==> src/rtl/instr_arb_pkg.sv <==
// Shared types and default parameters for the instruction RAM arbiter.
package instr_arb_pkg;

    localparam int unsigned ARB_ADDR_WIDTH = 15;
    localparam int unsigned ARB_MAX_WAIT   = 8;

    typedef enum logic [1:0] {
        NONE = 2'd0,
        CORE = 2'd1,
        DBG  = 2'd2
    } owner_e;

    typedef enum logic {
        CORE_PRIO  = 1'b0,
        DBG_FORCED = 1'b1
    } arb_state_e;

endpackage

==> src/rtl/instr_arb_wait_cnt.sv <==
// Saturating starvation counter for the loader port. sat_o flags the edge on
// which the count reaches MAX_WAIT, so priority flips in time for the next cycle.
module instr_arb_wait_cnt #(
    parameter int unsigned MAX_WAIT = 8
) (
    input  logic clk,
    input  logic rst_n,
    input  logic inc_i,
    input  logic clr_i,
    output logic sat_o
);

    localparam int unsigned CNT_W = $clog2(MAX_WAIT + 1);
    localparam logic [CNT_W-1:0] MAX_C  = CNT_W'(MAX_WAIT);
    localparam logic [CNT_W-1:0] LAST_C = CNT_W'(MAX_WAIT - 1);

    logic [CNT_W-1:0] cnt_r;

    // Count denied loader cycles, hold at MAX_WAIT, clear on grant or idle
    always_ff @(posedge clk or negedge rst_n) begin
        if (!rst_n) begin
            cnt_r <= {CNT_W{1'b0}};
        end else if (clr_i) begin
            cnt_r <= {CNT_W{1'b0}};
        end else if (inc_i && (cnt_r != MAX_C)) begin
            cnt_r <= cnt_r + CNT_W'(1);
        end else begin
            cnt_r <= cnt_r;
        end
    end

    assign sat_o = inc_i && !clr_i && (cnt_r >= LAST_C);

endmodule

==> src/rtl/instr_ram_arbiter.sv <==
// Core/loader arbiter in front of instr_ram_wrap with a starvation guard.
// Optional INSTR_ARB_BOOT_PROTECT_EN: loader writes to the boot region are rejected.
module instr_ram_arbiter
    import instr_arb_pkg::*;
#(
    parameter int unsigned ADDR_WIDTH = ARB_ADDR_WIDTH,
    parameter int unsigned MAX_WAIT   = ARB_MAX_WAIT
) (
    input  logic                  clk,
    input  logic                  rst_n,
    input  logic                  core_req_i,
    input  logic [ADDR_WIDTH-1:0] core_addr_i,
    output logic                  core_gnt_o,
    output logic                  core_rvalid_o,
    output logic [31:0]           core_rdata_o,
    input  logic                  dbg_req_i,
    input  logic                  dbg_we_i,
    input  logic [3:0]            dbg_be_i,
    input  logic [ADDR_WIDTH-1:0] dbg_addr_i,
    input  logic [31:0]           dbg_wdata_i,
    output logic                  dbg_gnt_o,
    output logic                  dbg_rvalid_o,
    output logic [31:0]           dbg_rdata_o,
    output logic                  dbg_err_o,
    output logic                  ram_en_o,
    output logic [ADDR_WIDTH-1:0] ram_addr_o,
    output logic [31:0]           ram_wdata_o,
    output logic                  ram_we_o,
    output logic [3:0]            ram_be_o,
    input  logic [31:0]           ram_rdata_i
);

    arb_state_e state_r, state_nxt_s;
    owner_e     owner_r, owner_nxt_s;
    logic       core_gnt_s, dbg_gnt_s, sat_s, boot_wr_s;

    instr_arb_wait_cnt #(.MAX_WAIT(MAX_WAIT)) u_wait_cnt (
        .clk   (clk),
        .rst_n (rst_n),
        .inc_i (dbg_req_i & ~dbg_gnt_s),
        .clr_i (dbg_gnt_s | ~dbg_req_i),
        .sat_o (sat_s)
    );

`ifdef INSTR_ARB_BOOT_PROTECT_EN
    logic err_r;

    assign boot_wr_s = dbg_we_i & ~dbg_addr_i[ADDR_WIDTH-1];

    // Rejected boot-region write is flagged alongside its response
    always_ff @(posedge clk or negedge rst_n) begin
        if (!rst_n) begin
            err_r <= 1'b0;
        end else begin
            err_r <= dbg_gnt_s & boot_wr_s;
        end
    end

    assign dbg_err_o = err_r;
`else
    assign boot_wr_s = 1'b0;
    assign dbg_err_o = 1'b0;
`endif

    // Winner selection; the loader overrides the core only in DBG_FORCED
    always_comb begin
        core_gnt_s = 1'b0;
        dbg_gnt_s  = 1'b0;
        if (core_req_i && dbg_req_i) begin
            if (state_r == DBG_FORCED) begin
                dbg_gnt_s = 1'b1;
            end else begin
                core_gnt_s = 1'b1;
            end
        end else if (core_req_i) begin
            core_gnt_s = 1'b1;
        end else if (dbg_req_i) begin
            dbg_gnt_s = 1'b1;
        end else begin
            core_gnt_s = 1'b0;
        end
    end

    // Priority state: forced loader slot lasts for a single grant
    always_comb begin
        state_nxt_s = state_r;
        case (state_r)
            CORE_PRIO: begin
                if (sat_s) begin
                    state_nxt_s = DBG_FORCED;
                end else begin
                    state_nxt_s = CORE_PRIO;
                end
            end
            DBG_FORCED: begin
                if (dbg_gnt_s || !dbg_req_i) begin
                    state_nxt_s = CORE_PRIO;
                end else begin
                    state_nxt_s = DBG_FORCED;
                end
            end
            default: state_nxt_s = CORE_PRIO;
        endcase
    end

    // Response routing follows whoever was granted last cycle
    always_comb begin
        owner_nxt_s = NONE;
        if (core_gnt_s) begin
            owner_nxt_s = CORE;
        end else if (dbg_gnt_s) begin
            owner_nxt_s = DBG;
        end else begin
            owner_nxt_s = NONE;
        end
    end

    // State and owner registers
    always_ff @(posedge clk or negedge rst_n) begin
        if (!rst_n) begin
            state_r <= CORE_PRIO;
            owner_r <= NONE;
        end else begin
            state_r <= state_nxt_s;
            owner_r <= owner_nxt_s;
        end
    end

    // Downstream bus carries the winner's fields, zero otherwise
    always_comb begin
        ram_en_o    = 1'b0;
        ram_addr_o  = {ADDR_WIDTH{1'b0}};
        ram_wdata_o = 32'h0000_0000;
        ram_we_o    = 1'b0;
        ram_be_o    = 4'h0;
        if (core_gnt_s) begin
            ram_en_o   = 1'b1;
            ram_addr_o = core_addr_i;
            ram_be_o   = 4'hF;
        end else if (dbg_gnt_s && !boot_wr_s) begin
            ram_en_o    = 1'b1;
            ram_addr_o  = dbg_addr_i;
            ram_wdata_o = dbg_wdata_i;
            ram_we_o    = dbg_we_i;
            ram_be_o    = dbg_be_i;
        end else begin
            ram_en_o = 1'b0;
        end
    end

    assign core_gnt_o    = core_gnt_s;
    assign dbg_gnt_o     = dbg_gnt_s;
    assign core_rvalid_o = (owner_r == CORE);
    assign dbg_rvalid_o  = (owner_r == DBG);
    assign core_rdata_o  = ram_rdata_i;
    assign dbg_rdata_o   = ram_rdata_i;

endmodule

==> config.mk <==
export PLATFORM = sky130hd
export DESIGN_NAME = instr_ram_arbiter
export DESIGN_NICKNAME = d
export VERILOG_FILES = /design/src/rtl/instr_arb_pkg.sv /design/src/rtl/instr_arb_wait_cnt.sv /design/src/rtl/instr_ram_arbiter.sv
export SDC_FILE = /design/constraint.sdc
export NUM_CORES = 1
export LEC_CHECK = 0
export ABC_AREA = 1
export BUFFER_PORTS_ARGS = -buffer_cell sky130_fd_sc_hd__buf_2
export CAP_MARGIN = 15
export CORE_AREA = 3 3 85 87
export DETAILED_ROUTE_END_ITERATION = 8
export DIE_AREA = 0 0 88 90
export GPL_TIMING_DRIVEN = 0
export HOLD_SLACK_MARGIN = 0.02
export PLACE_DENSITY = 0.72
export SETUP_SLACK_MARGIN = 0.1
export SYNTH_ARGS = -nofsm -noshare
export SYNTH_HDL_FRONTEND = slang
export SYNTH_HIERARCHICAL = 1
export SYNTH_SLANG_ARGS = --single-unit
==> constraint.sdc <==
create_clock -name clk -period 2.5 [get_ports clk]
set_clock_uncertainty 0.15 [all_clocks]
set_input_delay 0.125 -clock clk [delete_from_list [all_inputs] [get_ports clk]]
set_output_delay 0.125 -clock clk [all_outputs]
set_load 0.05 [all_outputs]
==> metrics.txt <==
status finished, final reports clean; Layout area overhead 75.9%; Via Count 2072; insertion delay to the later sink of the worst-skew pair 0.23 ns; top post-synthesis cells by area buf_4 (34%), inv_1 (12%), dfrtp_1 (12%); Reg2Reg Depth 9; std cell rows 29; initial antenna violation count 0; Top FF cell, synth dfrtp_1; post-synthesis sequential area ratio 0.121; first-pass GRT wire length 8600 um; critical path endpoint category output port; pin count of the biggest net entering global routing 11; total power 0.968 mW; cts repair resizes 0; Sink Count 7; CP Max Fanout 10; die width 88 um; fmax 0.558 GHz; RD Place Congestion 0.771; final setup fails 0; Nets 549; delay of the slowest cell on the worst path 0.40 ns; Max clock buf depth 2; wire per inst 11.3 um; EDFF count, synth 0; router iterations before antenna repair 4; #FFs+latches synth 7; Worst-path clk slew 0.04 ns; worst-path cell with the longest stage delay dfrtp_1; syn_nets 353; CTS tree yes; synthesized area per cell 5.86 um^2; RSZ-0062 raised after global routing false; Synth top area share 0.336; minimum clock period 1.79 ns; # diodes 0; Crit Path Category reg2out; reg2reg setup slack 0.94 ns; clk root buf clkbuf_8; routed vias/inst 3.98; Period Utilization, post-route 0.717; startpoint types flop; most area-hungry cell type in the Yosys netlist buf_4; core region area 0.00642 mm^2; top-count cell post-synth buf_4; CP Cell Sequence inv_2 -> nand2_4 -> buf_2 -> nand3_1 -> nand2_1 -> buf_2; Crit path required time 2.23 ns; PD cells 379 mW/mm^2; Slew Limit Fails 0; MaxCap Viol Count 0; Iter 0 DRT Violations 39; die area 0.00792 mm^2; number of global-route vias before repair 1911; antenna viol nets, final 0; port bufs 190; Ports 225; overflow left after global routing 0; initial core utilization 0.226; Detailed Place HPWL 5230 um; CP most frequent cell buf_2; htree depth 1; total CTS buffers 3; Post-Syn Instances 248; commonest cells in the synthesized netlist buf_4 (65), inv_1 (47), nor2_1 (37); Synth cell types 17; reg2reg end state_r; mapped cell area 0.00145 mm^2; worst r2r src state_r; Peak VDD IR 0.219 mV; Remaining DRCs 0; asr flop ratio synth 1.00; die height 90 um; share of cells above drive strength 1 0.623; final hold violations 0; Hold Slack 0.118 ns; Hold Crit Class in2async; GR Util All Layers 0.132; Worst Path Arrival 1.52 ns; Leak Pwr 1.81 nW; Routed WL 5880 um; Yosys warnings 6; setup TNS 0 ns
[cells in the final DEF (no fill, tap or decap)]
cell type      instances
dfrtp_1                7
inv_2                  2
nand3_1               34
clkbuf_8               3
or2_2                  2
ha_1                   2
nor2_1                37
nand2_2                3
nand2_4                2
dlygate4sd3_1          1
buf_6                  3
nand4_1                3
buf_4                 65
conb_1                 1
buf_2                196
clkbuf_1               1
inv_1                 47
nand2_1               31
a21oi_1                1
o21ai_0                2
[where the power goes]
group / switching, mW / internal, mW / leakage, nW / total [mW]
logic: 0.490 / 0.202 / 1.70 / 0.691
registers: 0.00150 / 0.116 / 0.0941 / 0.118
clock network: 0.0489 / 0.110 / 0.0228 / 0.159
[worst max path at each step]
| stage | start | end | slack [ns] | depth (start not counted) |
|---|---|---|---|---|
| floorplan | state_r | ram_wdata_o[19] | 0.85 | 5 |
| global placement | state_r | state_r | 0.97 | 9 |
| detailed placement | state_r | state_r | 0.94 | 9 |
| CTS | state_r | ram_addr_o[9] | 0.71 | 6 |
| global route | state_r | ram_addr_o[9] | 0.64 | 6 |
| finish | state_r | ram_addr_o[9] | 0.71 | 6 |
[cells by family after synthesis]
family | share of synthesized area
other | 0.00258
DFF | 0.121
and+or+nand+nor | 0.343
AOI/OAI and AO/OA | 0.0103
adders and majority gates | 0.0172
buffers and inverters | 0.506
[metrics by stage]
stage          cell area, um^2  setup slack, ns   util  std cells
4_1_cts                   2550            0.709  0.398        520
5_1_grt                   2550            0.642  0.398        520
3_5_place_dp              2500            0.942  0.389        515
6_report                  2550            0.708  0.398        520
3_3_place_gp              2500            0.974  0.389        515
2_1_floorplan             1450            0.852      -        248
[critical path: cells and delay by family (launching register included)]
family | cells | cell delay, ns
buf+inv | 3 | 0.56
flops | 1 | 0.40
simple gates | 3 | 0.32
[what timing repair did]
action	in CTS	in global routing
endpoints found under the setup margin	0	0
endpoints found under the hold margin	7	0
buffers inserted	0	0
hold buffers	1	0
[state kept, by name (all words and copies together) (netlist names)]
name / count
owner_r: 2
u_wait_cnt/cnt_r: 4
state_r: 1
[area by class of cell]
class,count,area [um^2]
repair buffers,191,961
inverters,49,184
multi-input cells,118,542
plain buffers,74,552
flip-flops and latches,7,175
fillers,702,3870
clock buffers,4,45.0
well taps,77,96.3
[per-layer routing]
metal | share of wire | GRT usage | up-vias
li1 | - | - | 1057
met2 | 0.53 | 0.266 | 142
met3 | 0.12 | 0.0274 | 6
met1 | 0.34 | 0.134 | 867
met5 | 0 | 0 | -
met4 | 0.0075 | 0.0281 | 0
Power figures use the tool's default switching activity.
